[config.mk]
export PLATFORM = sky130hd
export DESIGN_NAME = reg_file_wb
export DESIGN_NICKNAME = d
export VERILOG_FILES = /design/src/rtl/reg_file_wb_pkg.sv /design/src/rtl/reg_file_wb_fifo.sv /design/src/rtl/reg_file_wb.sv
export SDC_FILE = /design/constraint.sdc
export NUM_CORES = 2
export LEC_CHECK = 0
export BUFFER_PORTS_ARGS = -buffer_cell sky130_fd_sc_hd__buf_2
export CAP_MARGIN = 20
export CORE_MARGIN = 10
export CORE_UTILIZATION = 43
export DETAILED_ROUTE_END_ITERATION = 10
export PLACE_DENSITY = 0.66
export SLEW_MARGIN = 10
export SYNTH_ARGS = -nofsm -noshare
export SYNTH_HDL_FRONTEND = slang
export SYNTH_HIERARCHICAL = 1
export SYNTH_SLANG_ARGS = --single-unit
[constraint.sdc]
create_clock -name clk -period 45.1 [get_ports clk]
set_input_delay 13.53 -clock clk [delete_from_list [all_inputs] [get_ports clk]]
set_output_delay 13.53 -clock clk [all_outputs]
set_load 0.03 [all_outputs]
[src/rtl/reg_file_wb_pkg.sv]
// Shared constants and the write-buffer entry type for the register file.
package reg_file_wb_pkg;

  localparam int REG_ADDR_W      = 4;
  localparam int DATA_W          = 32;
  localparam logic [REG_ADDR_W-1:0] PC_ADDR = 4'hF;
  localparam int PC_STEP_DEFAULT = 4;

  typedef struct packed {
    logic [REG_ADDR_W-1:0] addr;
    logic [DATA_W-1:0]     data;
  } wr_entry_t;

endpackage

[src/rtl/reg_file_wb_fifo.sv]
// Write-back FIFO; exposes all live entries oldest-first so the reader can forward.
module wb_fifo
  import reg_file_wb_pkg::*;
#(
  parameter int DEPTH = 2
) (
  input  logic                  clk,
  input  logic                  rst,
  input  logic                  push_i,
  input  wr_entry_t             push_entry_i,
  input  logic                  pop_i,
  output logic                  full_o,
  output logic                  empty_o,
  output wr_entry_t             head_o,
  output wr_entry_t [DEPTH-1:0] ord_entry_o,
  output logic [DEPTH-1:0]      ord_vld_o
);

  localparam int PTR_W = (DEPTH > 1) ? $clog2(DEPTH) : 1;
  localparam int CNT_W = $clog2(DEPTH + 1);

  wr_entry_t        mem_q [DEPTH];
  logic [PTR_W-1:0] wr_ptr_q, wr_ptr_d, rd_ptr_q, rd_ptr_d;
  logic [CNT_W-1:0] cnt_q, cnt_d;

  function automatic logic [PTR_W-1:0] ptr_inc(input logic [PTR_W-1:0] p);
    ptr_inc = (p == PTR_W'(DEPTH - 1)) ? '0 : p + 1'b1;
  endfunction

  always_comb begin
    wr_ptr_d = push_i ? ptr_inc(wr_ptr_q) : wr_ptr_q;
    rd_ptr_d = pop_i  ? ptr_inc(rd_ptr_q) : rd_ptr_q;
    cnt_d    = cnt_q;
    case ({push_i, pop_i})
      2'b10:   cnt_d = cnt_q + 1'b1;
      2'b01:   cnt_d = cnt_q - 1'b1;
      default: cnt_d = cnt_q;
    endcase
  end

  always_ff @(posedge clk or posedge rst) begin
    if (rst) begin
      wr_ptr_q <= '0;
      rd_ptr_q <= '0;
      cnt_q    <= '0;
    end else begin
      wr_ptr_q <= wr_ptr_d;
      rd_ptr_q <= rd_ptr_d;
      cnt_q    <= cnt_d;
    end
  end

  // Payload storage carries no reset; validity comes from the count alone.
  always_ff @(posedge clk) begin
    if (push_i) mem_q[wr_ptr_q] <= push_entry_i;
  end

  assign full_o  = (cnt_q == CNT_W'(DEPTH));
  assign empty_o = (cnt_q == '0);
  assign head_o  = mem_q[rd_ptr_q];

  always_comb begin
    for (int k = 0; k < DEPTH; k++) begin
      ord_entry_o[k] = mem_q[PTR_W'((int'(rd_ptr_q) + k) % DEPTH)];
      ord_vld_o[k]   = (k < int'(cnt_q));
    end
  end

endmodule

[src/rtl/reg_file_wb.sv]
// 16x32 register file with a buffered write-back port, read forwarding,
// PC auto-increment on R15 and an NZCV flag register.
module reg_file_wb
  import reg_file_wb_pkg::*;
#(
  parameter int DEPTH   = 2,
  parameter int PC_STEP = PC_STEP_DEFAULT
) (
  input  logic                  clk,
  input  logic                  rst,
  input  logic [REG_ADDR_W-1:0] R_Addr_A,
  input  logic [REG_ADDR_W-1:0] R_Addr_B,
  input  logic [REG_ADDR_W-1:0] R_Addr_C,
  output logic [DATA_W-1:0]     R_Data_A,
  output logic [DATA_W-1:0]     R_Data_B,
  output logic [DATA_W-1:0]     R_Data_C,
  input  logic                  W_Valid,
  output logic                  W_Ready,
  input  logic [REG_ADDR_W-1:0] W_Addr,
  input  logic [DATA_W-1:0]     W_Data,
  input  logic                  S,
  input  logic [3:0]            NZCV_New,
  output logic [3:0]            NZCV,
  input  logic                  PC_Inc,
  input  logic                  Hold
);

  logic                  push, pop, full, empty;
  wr_entry_t             push_entry, head;
  wr_entry_t [DEPTH-1:0] ord_entry;
  logic [DEPTH-1:0]      ord_vld;

  logic [DATA_W-1:0] regs_q [16];
  logic [DATA_W-1:0] regs_d [16];
  logic [3:0]        nzcv_q, nzcv_d;

  // Ready is taken from registered fullness only, never from a same-cycle drain.
  assign W_Ready    = ~full;
  assign push       = W_Valid & ~full;
  assign pop        = ~Hold & ~empty;
  assign push_entry = '{addr: W_Addr, data: W_Data};

  wb_fifo #(.DEPTH(DEPTH)) u_wb_fifo (
    .clk          (clk),
    .rst          (rst),
    .push_i       (push),
    .push_entry_i (push_entry),
    .pop_i        (pop),
    .full_o       (full),
    .empty_o      (empty),
    .head_o       (head),
    .ord_entry_o  (ord_entry),
    .ord_vld_o    (ord_vld)
  );

  // A commit is applied after the PC step so a committed R15 wins.
  always_comb begin
    regs_d = regs_q;
    if (PC_Inc) regs_d[PC_ADDR] = regs_q[PC_ADDR] + DATA_W'(PC_STEP);
    if (pop)    regs_d[head.addr] = head.data;
    nzcv_d = S ? NZCV_New : nzcv_q;
  end

  always_ff @(posedge clk or posedge rst) begin
    if (rst) begin
      regs_q <= '{default: '0};
      nzcv_q <= '0;
    end else begin
      regs_q <= regs_d;
      nzcv_q <= nzcv_d;
    end
  end

  // Entries are oldest-first, so the last match scanned is the newest.
  function automatic logic [DATA_W-1:0] fwd_read(
    input logic [REG_ADDR_W-1:0] a,
    input logic [DATA_W-1:0]     arr_val,
    input wr_entry_t [DEPTH-1:0] ent,
    input logic [DEPTH-1:0]      vld
  );
    fwd_read = arr_val;
    for (int k = 0; k < DEPTH; k++)
      if (vld[k] && ent[k].addr == a) fwd_read = ent[k].data;
  endfunction

  assign R_Data_A = fwd_read(R_Addr_A, regs_q[R_Addr_A], ord_entry, ord_vld);
  assign R_Data_B = fwd_read(R_Addr_B, regs_q[R_Addr_B], ord_entry, ord_vld);
  assign R_Data_C = fwd_read(R_Addr_C, regs_q[R_Addr_C], ord_entry, ord_vld);
  assign NZCV     = nzcv_q;

endmodule

**Yosys cells after proc, flatten, opt, wreduce, memory -nomap -nowiden**

Memories as Yosys holds them, arrays and structs flattened.
Cells that the tools add are included.

- Register bits: 520
- Memory bits (writable): 72
- Input bits: 58
- Output and inout bits: 101
- Word-level logic and storage cells: 86
- Memories: 1

- Add/sub/neg operators: 6
- Order comparisons: 7
- Equality and inequality tests: 9
- Multiplexer cells: 25
- Bitwise operators: 9
- Reduce and logical (&&, ||, !) cells: 9

Memory list:

| name | depth | bits a word | rd ports | clocked after memory_dff | wr ports | RTL line | text |
|---|---|---|---|---|---|---|---|
| u_wb_fifo.mem_q | 2 | 36 | 2 | 0 | 1 | reg_file_wb_fifo.sv:22 | `wr_entry_t mem_q [DEPTH];` |

Operators with widths:

| cell | number |
|---|---|
| $bwmux 512 | 1 |
| $mux 32 | 15 |
| $bmux 32 s4 | 3 |
| $demux 32 s4 | 1 |
| $add 32x3->32 const B | 1 |
| $eq 4x4->1 | 6 |
| $ge 5x5->1 const B | 4 |
| $not 4->5 | 4 |
| $logic_and 1x1->1 | 7 |
| $lt 5x1->1 const B | 1 |
| $eq 2x2->1 const B | 2 |
| $lt 1x2->1 const A | 2 |
| $mux 1 | 4 |
| $pmux 2 s2 | 1 |
| $add 1x1->1 const B | 3 |
| $not 1->1 | 3 |
| $add 2x1->2 const B | 1 |
| $and 1x1->1 | 2 |
| $eq 2x1->1 const B | 1 |
| $logic_not 2->1 | 1 |
| $reduce_bool 2->1 | 1 |
| $sub 2x1->2 const B | 1 |

**Depth between registers and ports, before layout**

An unclocked memory read counts as a cell.

- Depth in word-level cells: 8
- Gate-level depth with buffers: 10
- Depth with buffers taken out: 7

**Cells and area by module**

Netlist, hierarchy kept.

Modules (own cells, without submodules):

| module | instances | cells an instance | area an instance (um^2) |
|---|---|---|---|
| reg_file_wb | 1 | 2562 | 34035.1 |
| wb_fifo | 1 | 211 | 3892.5 |

**Worst setup path before layout**

No wires, ideal clock.

- Path type: input -> output
- From: in R_Addr_C[1]
- To: out R_Data_C[1]
- Data arrival time: 15.022 ns
- Required time: 31.570 ns
- Setup slack: 16.548 ns
- Cell stages on the path: 8
- Cell sequence: buf_4 buf_4 buf_2 mux4_2 mux2_2 nand2_1 nand4_1 o221a_1

- Cells in the longest elaborated chain, start to end: 6
- Elaborated cells between the ends (all ways): 10
- Those cells by class: eq/ne (2); mux (5); bitwise (1); reduce/logical (2)

RTL lines:

| item | RTL line | text |
|---|---|---|
| from (decl) | reg_file_wb.sv:13 | `input logic [REG_ADDR_W-1:0] R_Addr_C,` |
| $not 4->5 (not written as such) | reg_file_wb.sv:88 | `assign R_Data_C = fwd_read(R_Addr_C, regs_q[R_Addr_C], ord_entry, ord_vld);` |
| $bmux 32 s4 | reg_file_wb.sv:88 |  |
| $mux 32 (not written as such) (2 in a row) | reg_file_wb.sv:88 |  |
| $mux 32 | reg_file_wb.sv:83 | `if (vld[k] && ent[k].addr == a) fwd_read = ent[k].data;` |
| $mux 32 (*) | reg_file_wb.sv:83 |  |
| to (decl) | reg_file_wb.sv:16 | `output logic [DATA_W-1:0] R_Data_C,` |

Every way passes the cells marked *; elsewhere a longest branch is shown, timed or not. The select of a mux whose other input is x is not followed.

**Final worst setup path**

- From: in R_Addr_B[3]
- To: out R_Data_B[10]

- Cells in the longest elaborated chain, start to end: 6
- Elaborated cells between the ends (all ways): 10
- Those cells by class: eq/ne (2); mux (5); bitwise (1); reduce/logical (2)

RTL lines:

| item | RTL line | text |
|---|---|---|
| from (decl) | reg_file_wb.sv:12 | `input logic [REG_ADDR_W-1:0] R_Addr_B,` |
| $not 4->5 (not written as such) | reg_file_wb.sv:87 | `assign R_Data_B = fwd_read(R_Addr_B, regs_q[R_Addr_B], ord_entry, ord_vld);` |
| $bmux 32 s4 | reg_file_wb.sv:87 |  |
| $mux 32 (not written as such) (2 in a row) | reg_file_wb.sv:87 |  |
| $mux 32 | reg_file_wb.sv:83 |  |
| $mux 32 (*) | reg_file_wb.sv:83 |  |
| to (decl) | reg_file_wb.sv:15 | `output logic [DATA_W-1:0] R_Data_B,` |

Marks and branches as above.

==> impl_results.md <==
- Asr flop ratio synth: 0.878
- Rows: roughly 110
- Final Hold Viols: 0
- Reg2reg end: regs_q[127]
- Most frequent cells in the layout: 580 x mux2_2, 519 x dfrtp_1, 285 x mux4_2
- Crit path max fanout: 48
- Largest family of logic cells by synthesized area: multiplexers
- Setup TNS: 0 ns
- Pins over their slew limit: 0
- 1st-iter DRT viols: 3137
- Commonest non-fill, non-tap cell in the layout: mux2_2
- Tcrit/Tclk final: 0.684
- Total CTS buffers: just under 70
- Final cell count without fillers: 3950
- Yosys cell types: 42
- Adder-Cell Fraction of Synth Area: 0.00198
- Number of synthesized flops with an enable pin: 72
- Pre-CTS setup slack: ~14 ns
- Leakage: around 17 nW
- CP Capture Type: primary output
- Cells after Synth: 2773
- CP startpoint kind: input pin
- Total gr overflow: 0
- RR Startpoint: u_wb_fifo/rd_ptr_q
- Cts repair resizes: 0
- Worst slew pin tran: about 1.2 ns
- Multiplexer share of the synthesized area: 0.423
- Initial Util: 0.435
- Vias/cell: between 6 and 7
- Clk slew on worst S/H paths: approximately 0.05 ns
- Simple-gate portion of the synthesized area: 0.0460
- FF/Latch Area: 15200 sq um
- Via count: around 27000
- Vias in the first global route: 28300
- Worst Hold Endpoint: NZCV[0]
- Setup Crit Path Kind: input pin to primary output
- Initial antenna violation count: 2
- Mean post-synth cell area: 13.7 sq um
- Worst r2r path cells: 6
- Avg WL per Cell: ~32 um
- CP max stage delay: 0.82 ns
- Synth Area in XOR/XNOR: 0.0132
- Worst setup margin: approximately 14 ns
- CTS root buf: clkbuf_16
- Nets: 2804
- Critical path, cell by cell: buf_8 -> buf_4 -> buf_4 -> mux4_2 -> mux2_2 -> nand2_1 -> nand4_1 -> o221a_2 -> buf_2
- Post-cts hold buffer count: 0
- Ratio of cells with drive above 1 in the final layout: 0.502
- Compound-gate portion of the synthesized area: 0.0676
- CP required: 31.57 ns
- Unrepaired setup endpoints after global routing: false
- Most used DFF post-synth: dfrtp_1
- DP HPWL: 75300 um
- Die Wd: 317 um
- Worst clock skew: 0.0356 ns
- Post-CTS Setup Inserts: 0
- Die Ht: 317 um
- Top-Level Pins: roughly 160
- Post-Syn Area: 37900 sq um
- Final min period: 30.86 ns
- Bufs on Longest Clock Path: 3
- Dpl cells: ~3800
- Critical path's most frequent cell: buf_4
- Peak supply drop: 0.0530 mV
- Placer Congestion: ~0.8
- Hold/Removal Path Class: flip-flop to flip-flop
- Power density cells: 67.3 nW/um^2
- Max Cap Viol: 0
- Footprint of the multi-input gates: around 21000 sq um
- Worst hold slack: 0.501 ns
- Initial DRT Pass Iterations: 5
- Sequential area share after synthesis: 0.400
- First-pass GRT wire length: 187000 um
- Total track usage: 0.246
- Drt drc: 0
- Largest net degree at the start of global routing: between 150 and 200
- CTS tree: done
- Slew headroom: 0.171
- Utilization after layout: 0.474
- Core Region: around 87000 sq um
- Post-Syn Nets: roughly 2800
- #FFs+latches synth: 592
- Slowest cell on the critical path: buf_4
- Hold wc startpoint: NZCV[0]
- Fillers: 7488
- Setup slack, reg-to-reg: 40.64 ns
- Skew-Pair Late Insertion Delay: approximately 0.62 ns
- Routed Antenna Nets: 0
- # setup viols final: 0
- Die ar.: 100000 sq um
- Outcome: completed
- # clock sinks: roughly 600
- Layout area overhead: 9.04%
- Port Buf Inserts: 158
- CP arrival: 17.33 ns
- Final wirelength: ~130000 um
- WHS Path Cells: 1
- F_max: approximately 0.032 GHz
- Ys Warns: 6
- H-Tree Depth: 3
## cell type report
cell class | count | area share
Antenna cell | 2 | 0.000121
Clock buffer | 102 | 0.0492
Clock inverter | 22 | 0.00526
Inverter | 12 | 0.00127
Multi-Input combinational cell | 1846 | 0.509
Sequential cell | 592 | 0.367
Tap cell | 1155 | 0.0349
Timing Repair Buffer | 219 | 0.0329
## metal layers
metal | vias up | part of all wire | GRT usage
met5 | - | 0.00010 | 0
met4 | 2 | 0.041 | 0.105
met3 | 362 | 0.089 | 0.0528
met2 | 1553 | 0.48 | 0.395
met1 | 14300 | 0.39 | 0.321
li1 | 10900 | - | -
## cells by family (layout without fill, tap and decap cells)
kind of cell,Yosys count,count (layout)
compound gates,319,319
xor+xnor,57,57
fa+ha+maj,6,6
buf+inv,335,355
flops,592,592
mux,1135,1135
other cells,0,2
simple gates,329,329
## worst max-delay path, delay by kind of cell
| kind | cells | cell delay (ns) |
|---|---|---|
| compound gates | 1 | 0.26 |
| buf+inv | 4 | 2.22 |
| mux | 2 | 0.87 |
| simple gates | 2 | 0.33 |
## where the power goes
part | leakage, nW | total (mW) | internal [mW] | switching (mW)
Clock | 1.12 | 0.565 | 0.331 | 0.234
Combinational | 8.97 | 1.21 | 0.614 | 0.596
Sequential | 7.18 | 1.01 | 0.771 | 0.236
Total | 17.3 | 2.78 | 1.72 | 1.07
## stage by stage
step	cell area (sq um)	power [mW]
floorplan	37900	1.89
global placement	39100	2.14
detailed placement	39100	2.20
CTS	41300	2.77
global route	41300	2.91
finish	41400	2.78
## flip-flops by register name (all words and copies together) (netlist names)
register	count
u_wb_fifo/rd_ptr_q	1
u_wb_fifo/cnt_q	2
u_wb_fifo/wr_ptr_q	1
u_wb_fifo/mem_q	72
regs_q	512
NZCV	4
## worst max-delay path by stage
| stage | start | endpoint | slack, ns | cells after the start |
|---|---|---|---|---|
| 2_1_floorplan | R_Addr_C[1] | R_Data_C[1] | 16.55 | 8 |
| 3_3_place_gp | R_Addr_C[3] | R_Data_C[10] | 14.32 | 10 |
| 3_5_place_dp | R_Addr_C[3] | R_Data_C[10] | 14.30 | 10 |
| 4_1_cts | R_Addr_C[3] | R_Data_C[10] | 14.29 | 10 |
| 5_1_grt | R_Addr_C[3] | R_Data_C[10] | 14.15 | 10 |
| 6_report | R_Addr_B[3] | R_Data_B[10] | 14.24 | 9 |
## synthesized netlist by cell type, types with 2 or more instances
| master | n | area, sq um |
|---|---|---|
| a221oi_1 | 96 | 841 |
| and2_1 | 4 | 25.0 |
| and3_1 | 9 | 56.3 |
| and4_1 | 3 | 26.3 |
| buf_1 | 45 | 169 |
| buf_12 | 7 | 140 |
| buf_2 | 53 | 265 |
| buf_4 | 81 | 608 |
| buf_6 | 9 | 101 |
| clkbuf_1 | 126 | 473 |
| clkbuf_4 | 2 | 15.0 |
| dfrtp_1 | 520 | 13000 |
| edfxtp_1 | 72 | 2160 |
| ha_1 | 6 | 75.1 |
| inv_1 | 12 | 45.0 |
| mux2_1 | 5 | 56.3 |
| mux2_2 | 580 | 6530 |
| mux2_4 | 69 | 1040 |
| mux2i_1 | 193 | 1930 |
| mux4_1 | 3 | 78.8 |
| mux4_2 | 285 | 6420 |
| nand2_1 | 149 | 559 |
| nand2b_1 | 3 | 18.8 |
| nand3_1 | 15 | 75.1 |
| nand3_2 | 2 | 20.0 |
| nand4_1 | 104 | 651 |
| nor2_1 | 11 | 41.3 |
| nor2b_1 | 9 | 56.3 |
| nor3_1 | 7 | 35.0 |
| nor3_2 | 2 | 20.0 |
| nor4_2 | 5 | 62.6 |
| nor4_4 | 3 | 63.8 |
| o21ai_0 | 118 | 591 |
| o21ai_1 | 7 | 35.0 |
| o21ai_2 | 2 | 17.5 |
| o221a_2 | 95 | 1070 |
| xnor2_1 | 21 | 184 |
| xor2_1 | 36 | 315 |
Note: power is estimated with default switching activity, not from simulation.
